==> src/rtl/mips_branch_pkg.sv <==
// rtl/mips_branch_pkg.sv - branch type codes, forwarding selects, FSM states and taken evaluation
package mips_branch_pkg;

    localparam logic [2:0] BR_BEQ  = 3'd0;
    localparam logic [2:0] BR_BNE  = 3'd1;
    localparam logic [2:0] BR_BGTZ = 3'd2;
    localparam logic [2:0] BR_BLEZ = 3'd3;
    localparam logic [2:0] BR_BLTZ = 3'd4;
    localparam logic [2:0] BR_BGEZ = 3'd5;

    localparam logic [1:0] FWD_RF    = 2'b00;
    localparam logic [1:0] FWD_EXMEM = 2'b01;
    localparam logic [1:0] FWD_MEMWB = 2'b10;

    typedef enum logic {
        ST_IDLE  = 1'b0,
        ST_STALL = 1'b1
    } state_e;

    // Reserved codes (6, 7) fall through to not-taken.
    function automatic logic br_taken(
        input logic [2:0] br_type,
        input logic       equal,
        input logic       not_equal,
        input logic       gt_zero,
        input logic       lt_zero,
        input logic       is_zero
    );
        case (br_type)
            BR_BEQ:  br_taken = equal;
            BR_BNE:  br_taken = not_equal;
            BR_BGTZ: br_taken = gt_zero;
            BR_BLEZ: br_taken = lt_zero | is_zero;
            BR_BLTZ: br_taken = lt_zero;
            BR_BGEZ: br_taken = ~lt_zero;
            default: br_taken = 1'b0;
        endcase
    endfunction

endpackage

==> src/rtl/branch_hazard_detect.sv <==
// rtl/branch_hazard_detect.sv - stall length and comparator forwarding selects for a branch in ID
module branch_hazard_detect
    import mips_branch_pkg::*;
#(
    parameter int REG_W = 5
) (
    input  logic [REG_W-1:0] id_rs,
    input  logic [REG_W-1:0] id_rt,
    input  logic             ex_regwrite,
    input  logic             ex_memread,
    input  logic [REG_W-1:0] ex_rd,
    input  logic             mem_regwrite,
    input  logic             mem_memread,
    input  logic [REG_W-1:0] mem_rd,
    input  logic             wb_regwrite,
    input  logic [REG_W-1:0] wb_rd,
    output logic [1:0]       hazard_cycles,
    output logic [1:0]       fwd_rd1_sel,
    output logic [1:0]       fwd_rd2_sel
);

    logic ex_dep1, ex_dep2, mem_dep1, mem_dep2, wb_dep1, wb_dep2;
    logic [1:0] cyc1, cyc2;

    // A stage is a producer only if it writes a non-zero register matching the source.
    always_comb begin
        ex_dep1  = ex_regwrite  && (ex_rd  != '0) && (ex_rd  == id_rs);
        ex_dep2  = ex_regwrite  && (ex_rd  != '0) && (ex_rd  == id_rt);
        mem_dep1 = mem_regwrite && (mem_rd != '0) && (mem_rd == id_rs);
        mem_dep2 = mem_regwrite && (mem_rd != '0) && (mem_rd == id_rt);
        wb_dep1  = wb_regwrite  && (wb_rd  != '0) && (wb_rd  == id_rs);
        wb_dep2  = wb_regwrite  && (wb_rd  != '0) && (wb_rd  == id_rt);
    end

    // Per-source wait, then the longer of the two governs the stall.
    always_comb begin
        cyc1 = 2'd0;
        cyc2 = 2'd0;
        if (ex_dep1 && ex_memread)         cyc1 = 2'd2;
        else if (ex_dep1)                  cyc1 = 2'd1;
        else if (mem_dep1 && mem_memread)  cyc1 = 2'd1;
        if (ex_dep2 && ex_memread)         cyc2 = 2'd2;
        else if (ex_dep2)                  cyc2 = 2'd1;
        else if (mem_dep2 && mem_memread)  cyc2 = 2'd1;
        hazard_cycles = (cyc1 > cyc2) ? cyc1 : cyc2;
    end

    // Youngest ready value wins: an ALU result in MEM beats anything in WB.
    always_comb begin
        fwd_rd1_sel = FWD_RF;
        fwd_rd2_sel = FWD_RF;
        if (mem_dep1 && !mem_memread) fwd_rd1_sel = FWD_EXMEM;
        else if (wb_dep1)             fwd_rd1_sel = FWD_MEMWB;
        if (mem_dep2 && !mem_memread) fwd_rd2_sel = FWD_EXMEM;
        else if (wb_dep2)             fwd_rd2_sel = FWD_MEMWB;
    end

endmodule

==> src/rtl/branch_resolve_unit.sv <==
// rtl/branch_resolve_unit.sv - ID-stage branch stall FSM, resolution and saturating statistics
module branch_resolve_unit
    import mips_branch_pkg::*;
#(
    parameter int REG_W = 5,
    parameter int CNT_W = 16
) (
    input  logic             clk,
    input  logic             rst,
    input  logic             id_valid,
    input  logic             id_branch,
    input  logic [2:0]       id_br_type,
    input  logic [REG_W-1:0] id_rs,
    input  logic [REG_W-1:0] id_rt,
    input  logic             ex_regwrite,
    input  logic             ex_memread,
    input  logic [REG_W-1:0] ex_rd,
    input  logic             mem_regwrite,
    input  logic             mem_memread,
    input  logic [REG_W-1:0] mem_rd,
    input  logic             wb_regwrite,
    input  logic [REG_W-1:0] wb_rd,
    input  logic             equal,
    input  logic             not_equal,
    input  logic             gt_zero,
    input  logic             lt_zero,
    input  logic             is_zero,
    output logic [1:0]       fwd_rd1_sel,
    output logic [1:0]       fwd_rd2_sel,
    output logic             stall,
    output logic             pc_src,
    output logic             ifid_flush,
    output logic [CNT_W-1:0] branch_cnt,
    output logic [CNT_W-1:0] taken_cnt,
    output logic [CNT_W-1:0] stall_cnt
);

    state_e     state, state_n;
    logic [1:0] cnt, cnt_n;
    logic [1:0] hz_cycles;
    logic [1:0] n_cycles;
    logic       is_br;
    logic       taken;
    logic       resolve;

    branch_hazard_detect #(.REG_W(REG_W)) u_hazard (
        .id_rs         (id_rs),
        .id_rt         (id_rt),
        .ex_regwrite   (ex_regwrite),
        .ex_memread    (ex_memread),
        .ex_rd         (ex_rd),
        .mem_regwrite  (mem_regwrite),
        .mem_memread   (mem_memread),
        .mem_rd        (mem_rd),
        .wb_regwrite   (wb_regwrite),
        .wb_rd         (wb_rd),
        .hazard_cycles (hz_cycles),
        .fwd_rd1_sel   (fwd_rd1_sel),
        .fwd_rd2_sel   (fwd_rd2_sel)
    );

    // Hazards only matter for a valid branch sitting in ID.
    always_comb begin
        is_br    = id_valid && id_branch;
        n_cycles = is_br ? hz_cycles : 2'd0;
        taken    = br_taken(id_br_type, equal, not_equal, gt_zero, lt_zero, is_zero);
    end

    // State and remaining-stall register.
    always_ff @(posedge clk) begin
        if (rst) begin
            state <= ST_IDLE;
            cnt   <= 2'd0;
        end else begin
            state <= state_n;
            cnt   <= cnt_n;
        end
    end

    // Next state: a 2-cycle hazard parks in STALL for one extra cycle; a 1-cycle hazard
    // stays in IDLE and is re-evaluated once the bubble has moved the producer along.
    always_comb begin
        state_n = state;
        cnt_n   = cnt;
        case (state)
            ST_IDLE: begin
                if (n_cycles != 2'd0) begin
                    cnt_n   = n_cycles - 2'd1;
                    state_n = (n_cycles > 2'd1) ? ST_STALL : ST_IDLE;
                end
            end
            ST_STALL: begin
                if (cnt <= 2'd1) begin
                    cnt_n   = 2'd0;
                    state_n = ST_IDLE;
                end else begin
                    cnt_n = cnt - 2'd1;
                end
            end
            default: begin
                cnt_n   = 2'd0;
                state_n = ST_IDLE;
            end
        endcase
    end

    // Outputs: stall while waiting, otherwise resolve the branch this cycle.
    always_comb begin
        stall      = 1'b0;
        pc_src     = 1'b0;
        ifid_flush = 1'b0;
        resolve    = 1'b0;
        case (state)
            ST_IDLE: begin
                if (n_cycles != 2'd0) begin
                    stall = 1'b1;
                end else if (is_br) begin
                    resolve    = 1'b1;
                    pc_src     = taken;
                    ifid_flush = taken;
                end
            end
            default: stall = 1'b1;
        endcase
    end

    // Statistics stick at all-ones rather than wrapping.
    always_ff @(posedge clk) begin
        if (rst) begin
            branch_cnt <= '0;
            taken_cnt  <= '0;
            stall_cnt  <= '0;
        end else begin
            if (resolve && (branch_cnt != '1))          branch_cnt <= branch_cnt + 1'b1;
            if (resolve && taken && (taken_cnt != '1))  taken_cnt  <= taken_cnt + 1'b1;
            if (stall && (stall_cnt != '1))             stall_cnt  <= stall_cnt + 1'b1;
        end
    end

endmodule

==> config.mk <==
export PLATFORM = sky130hd
export DESIGN_NAME = branch_resolve_unit
export DESIGN_NICKNAME = d
export VERILOG_FILES = /design/src/rtl/mips_branch_pkg.sv /design/src/rtl/branch_hazard_detect.sv /design/src/rtl/branch_resolve_unit.sv
export SDC_FILE = /design/constraint.sdc
export NUM_CORES = 1
export LEC_CHECK = 0
export CAP_MARGIN = 20
export CORE_MARGIN = 4
export CORE_UTILIZATION = 52
export CTS_BUF_LIST = sky130_fd_sc_hd__clkbuf_4 sky130_fd_sc_hd__clkbuf_8
export CTS_CLUSTER_DIAMETER = 150
export DETAILED_ROUTE_END_ITERATION = 10
export GPL_TIMING_DRIVEN = 1
export PLACE_DENSITY = 0.88
export SLEW_MARGIN = 20
export SYNTH_ARGS = -nofsm -noshare
export SYNTH_HDL_FRONTEND = slang
export SYNTH_SLANG_ARGS = --single-unit
==> constraint.sdc <==
create_clock -name clk -period 8.65 [get_ports clk]
set_clock_uncertainty 0.05 [all_clocks]
set_input_delay 1.2975 -clock clk [delete_from_list [all_inputs] [get_ports clk]]
set_output_delay 1.2975 -clock clk [all_outputs]
set_load 0.03 [all_outputs]
==> results of run 1 <==
-- synth_stat cells, types with 2 or more instances --
cell,n,share of area
nor2_1,55,0.068
dfxtp_1,51,0.34
xnor2_1,36,0.10
xor2_1,35,0.10
nand2_1,24,0.030
nand3_1,24,0.040
nand4_1,16,0.033
inv_1,13,0.016
nor3_1,13,0.021
a21oi_1,10,0.016
ha_1,8,0.033
clkbuf_1,7,0.0087
nor4_1,7,0.014
or4_1,6,0.015
and3_1,5,0.010
o21ai_0,5,0.0082
and2_1,4,0.0082
nor4_2,4,0.016
mux2i_1,3,0.0099
nor2_2,3,0.0062
or3_1,3,0.0062
buf_4,2,0.0049
nor2b_1,2,0.0041
o31ai_1,2,0.0049
or4_4,2,0.0074
-- path summary, 6_finish.rpt --
check	start	endpoint	slack, ps	cells after the start
worst max register to register	taken_cnt[0]	taken_cnt[11]	6460	7
worst min register to register	cnt[1]	state	450	2
worst min-delay path	cnt[1]	state	450	2
worst max-delay path	ex_rd[1]	ifid_flush	1660	16
-- sequential cells by signal, indices dropped and copies added, names as in the netlist --
signal / cells
state: 1
branch_cnt: 16
taken_cnt: 16
stall_cnt: 16
cnt: 2
-- kinds of logic (layout without fill, tap and decap cells) --
kind of cell | count (synthesis) | after routing | share of synthesized area
buf+inv | 23 | 117 | 0.03131
fa+ha+maj | 8 | 8 | 0.03296
mux | 4 | 4 | 0.01442
simple gates | 180 | 180 | 0.3169
compound gates | 27 | 27 | 0.06345
xor+xnor | 71 | 71 | 0.2048
flops | 51 | 51 | 0.3362
-- critical path: cells and delay by family --
kind | cells | cell delay (ps)
buffers and inverters | 3 | 1290
AND/OR/NAND/NOR | 4 | 1120
adder cells (fa/ha/maj) | 2 | 450
AO/OA/AOI/OAI | 7 | 1470
-- cell type report --
type	count	area, sq um	area share
clock inverter	3	46.29	0.01115
sequential	51	1021	0.2459
tap	72	90.09	0.02170
inverter	13	48.80	0.01175
clock buffer	5	68.82	0.01658
timing repair buffer	96	955.9	0.2303
multi-input combinational	290	1921	0.4626
-- per-layer routing --
layer	vias to the layer above	part of all wire	track usage
met5	-	0	0
met4	0	0.028	0.08489
met3	20	0.042	0.03925
met2	70	0.50	0.3780
met1	1387	0.43	0.2850
li1	1441	-	-
-- cells in the final DEF, fill, tap and decap left out, types with 10 or more instances in the layout --
cell	n
dfxtp_1	51
clkdlybuf4s50_1	95
nand3_1	24
nor3_1	13
nand2_1	24
a21oi_1	10
nand4_1	16
xor2_1	35
nor2_1	55
inv_1	13
xnor2_1	36
-- power by group through the flow --
stage	Sequential, mW	Clock (mW)	Combinational (mW)
floorplan	0.247	0	0.0317
global placement	0.246	0	0.0666
detailed placement	0.246	0	0.0685
CTS	0.240	0.171	0.0684
global route	0.241	0.182	0.0738
finish	0.240	0.168	0.0683
==> impl_metrics.csv, run 1 <==
group,metric,value,unit
status,status,"finished clean",
clocking,cts_buffer_depth,2,
placed_design,hpwlAfterDp,6.086,mm
logic_synthesis,synth_edf_count,0,
pwr,power.internal,359.3,uW
placed_design,gp_congestion,0.9314,
floorplanning,die_w,84.42,um
critical_path,crit_path_end_kind,"output pin",
pwr,p_seq_frac,0.504,
logic_synthesis,netlist_area,3037,sq um
clocking,cts_tree,"done",
timing,worstMarginPinSlew,927.0,ps
pwr,total_power,477.1,uW
floorplanning,initial_core_util,0.5448,
detailed_routing,wl,7.769,mm
placed_design,io_buffers,96,
final_layout,final_area,4151,sq um
placed_design,dp_cells,522,
critical_path,critPathMaxFanout,15,
floorplanning,pin_count,97,
critical_path,cp.required,7300,ps
detailed_routing,ant_nets,0,
critical_path,start_kind,"input pin",
clocking,insertion_delay,310,ps
global_route,grt_pass1_vias,2829,
critical_path,critPathMaxStageDelay,770,ps
logic_synthesis,seq_area_frac_synth,0.3362,
placed_design,place_ws,1689,ps
pwr,power.net_switching,117.8,uW
timing,period_share,0.8081,
global_route,antenna_found_initial,0,
detailed_routing,num_vias,2918,
final_layout,fin_cells,530,
timing,slew_viol_final,0,
logic_synthesis,syn_avg_cell_area,8.342,sq um
critical_path,path_cells,"clkdlybuf4s50_1 -> or4_4 -> o21ai_4 -> nor3_1 -> nor4_2 -> a21oi_1 -> ha_1 -> inv_1 -> a21oi_1 -> a21oi_1 -> o41ai_1 -> o221ai_2 -> ha_1 -> nor2b_4 -> o2111a_1 -> clkdlybuf4s50_1",
timing,rsz0062_at_grt,"no",
logic_synthesis,yosys_warnings,0,
pwr,pwr-share-comb,0.143,
pwr,peakVddDrop,94.58,uV
global_route,grt_pass1_wl,13.35,mm
clocking,clock-sinks,51,
critical_path,cpMaxStageDelayCell,"clkdlybuf4s50_1",
clocking,cts_resized,0,
timing,setup_viol,0,
detailed_routing,drt_iter0_markers,136,
final_layout,fin_nets,507,
pwr,p_clk_frac,0.353,
clocking,post-cts-setup-buffer-count,0,
logic_synthesis,ys_seq_elements,51,
final_layout,final_util,0.7448,
placed_design,place_area,4036,sq um
clocking,cts-root-buf,"clkbuf_8",
clocking,cts.hold.buffers_added,0,
final_layout,fill_cells,430,
floorplanning,die_h,84.42,um
global_route,grt_usage,0.2239,
final_layout,drive_gt1_frac,0.06114,
timing,setup-tns-final,0,ps
floorplanning,core,5574,sq um
critical_path,critical_path_class,"input pin to output pin",
min_path,hold_path_class,"register to register",
detailed_routing,firstDrtPassIters,4,
timing,period_minus_slack,6990,ps
logic_synthesis,syn_nets,414,
detailed_routing,viasPerCell,5.506,
floorplanning,dieArea,7127,sq um
final_layout,area_growth,36.71,%
global_route,gr-total-overflow,0,
clocking,h-tree-depth,2,
detailed_routing,drc,0,
critical_path,cp_common_cell,"a21oi_1",
final_layout,diodes,0,
clocking,clkTransAtPathRegs,80,ps
logic_synthesis,synth_cell_types,49,
timing,worst_slack,1660,ps
global_route,grt_max_degree,54,
pwr,p_leak,1.395,nW
logic_synthesis,synth_ff_type,"dfxtp_1",
detailed_routing,wl_per_cell,14.66,um
clocking,cts_buffers,5,
run,drv_cap,0,
timing,relSlewSlack,0.3820,
pwr,pwr_density_cell,114.9,nW/um^2
pwr,swShare,0.2468,
timing,final-hold-violation-count,0,
timing,timing.hold.ws,450.6,ps
logic_synthesis,syn_inst,364,
floorplanning,rows,27,
logic_synthesis,async_reset_ff_frac,0,
critical_path,arrival,5640,ps
timing,timing.fmax,0.1431,GHz
(Power assumes the default switching activity.)
==> inputs of run 2 (changes only) <==
Settings changed: CORE_UTILIZATION 52 to 48, PLACE_DENSITY 0.88 to 0.83.
Clock period 8.65 ns to 6.46 ns, I/O delays scaled along.
==> impl_metrics.csv, run 2 (synthesized netlist as in run 1, its figures left out) <==
group,metric,value,unit
detailed_routing,ant_nets,0,
timing,worstMarginPinSlew,938.2,ps
clocking,cts_buffer_depth,2,
detailed_routing,drt_iter0_markers,163,
floorplanning,rows,28,
clocking,cts_buffers,5,
pwr,pwr_density_cell,153.7,nW/um^2
critical_path,path_cells,"clkdlybuf4s50_1 -> or4_4 -> o21ai_4 -> nor3_1 -> nor4_2 -> a21oi_1 -> ha_1 -> a21oi_1 -> o41ai_1 -> o221ai_2 -> ha_1 -> nor2b_4 -> o2111a_1 -> clkdlybuf4s50_1",
critical_path,worst-path-buf-inv,2,
clocking,clock-sinks,51,
clocking,cts.hold.buffers_added,0,
floorplanning,die_w,87.54,um
placed_design,gp_congestion,0.8698,
timing,timing.fmax,0.1685,GHz
timing,worst_slack,526.5,ps
timing,rsz0062_at_grt,"no",
run,drv_cap,0,
placed_design,io_buffers,96,
final_layout,final_common_cell,"clkdlybuf4s50_1",
final_layout,diodes,0,
floorplanning,die_h,87.54,um
pwr,peakVddDrop,119.5,uV
global_route,grt_pass1_vias,2775,
placed_design,place_ws,535.5,ps
final_layout,drive_gt1_frac,0.06318,
final_layout,fin_nets,508,
critical_path,crit_path_end_kind,"output pin",
pwr,p_clk_frac,0.353,
critical_path,critPathTopFamily,"buffers and inverters",
critical_path,critical_path_class,"input pin to output pin",
critical_path,start_kind,"input pin",
detailed_routing,wl,7.856,mm
timing,period_share,0.9185,
critical_path,rrSetupSlack,4300,ps
critical_path,rr_worst_depth,7,
timing,setup-tns-final,0,ps
timing,setup_viol,0,
min_path,hold_path_class,"register to register",
pwr,p_seq_frac,0.503,
final_layout,area_growth,37.08,%
timing,slew_viol_final,0,
timing,final-hold-violation-count,0,
min_path,hp-start,"cnt[1]",
critical_path,r2r-end,"taken_cnt[11]",
floorplanning,pin_count,97,
global_route,grt_pass1_wl,13.01,mm
pwr,power.internal,481.6,uW
clocking,cts_tree,"done",
final_layout,layout_common_cells,"clkdlybuf4s50_1, nor2_1, dfxtp_1",
critical_path,arrival,4910,ps
timing,period_minus_slack,5934,ps
floorplanning,core,6026,sq um
global_route,grt_usage,0.2089,
global_route,antenna_found_initial,0,
critical_path,critPathMaxStageDelay,690,ps
critical_path,critPathMaxFanout,6,
final_layout,fill_cells,499,
clocking,clkTransAtPathRegs,90,ps
min_path,worstHoldPathCells,2,
status,status,"finished clean",
clocking,cts_resized,0,
clocking,post-cts-setup-buffer-count,0,
placed_design,hpwlAfterDp,6.156,mm
final_layout,top_regs,"branch_cnt x16, stall_cnt x16, taken_cnt x16",
clocking,insertion_delay,310,ps
detailed_routing,firstDrtPassIters,4,
critical_path,startpoint,"ex_rd[1]",
pwr,pwr-share-comb,0.145,
floorplanning,initial_core_util,0.5039,
critical_path,cpMaxStageDelayCell,"clkdlybuf4s50_1",
detailed_routing,wl_per_cell,14.71,um
detailed_routing,viasPerCell,5.350,
pwr,p_leak,1.400,nW
clocking,cts-root-buf,"clkbuf_8",
timing,relSlewSlack,0.3745,
global_route,gr-total-overflow,0,
floorplanning,dieArea,7663,sq um
detailed_routing,drc,0,
detailed_routing,num_vias,2857,
global_route,grt_max_degree,54,
pwr,power.net_switching,158.4,uW
critical_path,rr_startpoint,"taken_cnt[0]",
critical_path,cp.required,5440,ps
min_path,hold_end,"cnt[1]",
pwr,swShare,0.2475,
clocking,h-tree-depth,2,
run 2: cell count changes in the layout (fill, tap and decap cells not counted), sizes merged:
cell and change:
buf +1
run 2: layout make-up:
cell class / instances / area [sq um] / area share
multi-input cells: 290 / 1921 / 0.4614
flip-flops and latches: 51 / 1021 / 0.2453
repair buffers: 97 / 963.4 / 0.2314
well taps: 75 / 93.84 / 0.02254
clock buffers: 5 / 68.82 / 0.01653
inverters: 13 / 48.80 / 0.01172
clock inverters: 3 / 46.29 / 0.01112
run 2: layer usage:
metal,vias up,share of wire,track usage
met1,1341,0.45,0.2699
li1,1443,-,-
met3,12,0.034,0.03198
met4,0,0.015,0.06137
met5,-,0,0
met2,61,0.50,0.3596
run 2: how the worst max path moves through the flow:
| stage | endpoint | depth (start not counted) |
|---|---|---|
| 3_5_place_dp | ifid_flush | 14 |
| 6_report | ifid_flush | 14 |
| 3_3_place_gp | ifid_flush | 14 |
| 2_1_floorplan | pc_src | 14 |
| 5_1_grt | ifid_flush | 16 |
| 4_1_cts | ifid_flush | 14 |
run 2: power groups by stage:
| stage | registers, mW | logic (mW) | clock network, mW |
|---|---|---|---|
| after floorplan | 0.331 | 0.0424 | 0 |
| after global placement | 0.329 | 0.0907 | 0 |
| after detailed placement | 0.329 | 0.0923 | 0 |
| after CTS | 0.322 | 0.0927 | 0.231 |
| after global routing | 0.323 | 0.101 | 0.243 |
| final | 0.322 | 0.0925 | 0.226 |
run 2: metrics by stage:
step | util | area, sq um | hold WS (ps) | power (mW) | instances
after floorplan | - | 3037 | 405.2 | 0.3738 | 364
after global placement | 0.6717 | 4048 | 421.4 | 0.4197 | 526
after detailed placement | 0.6717 | 4048 | 435.1 | 0.4216 | 526
after CTS | 0.6908 | 4163 | 450.3 | 0.6455 | 534
after global routing | 0.6908 | 4163 | 492.9 | 0.6664 | 534
final | 0.6908 | 4163 | 450.1 | 0.6400 | 534
run 2: worst min-delay path, cell delays in order (launching register included):
cell and delay [ps]:
dfxtp_1 340, a21oi_1 60, nor2_1 70
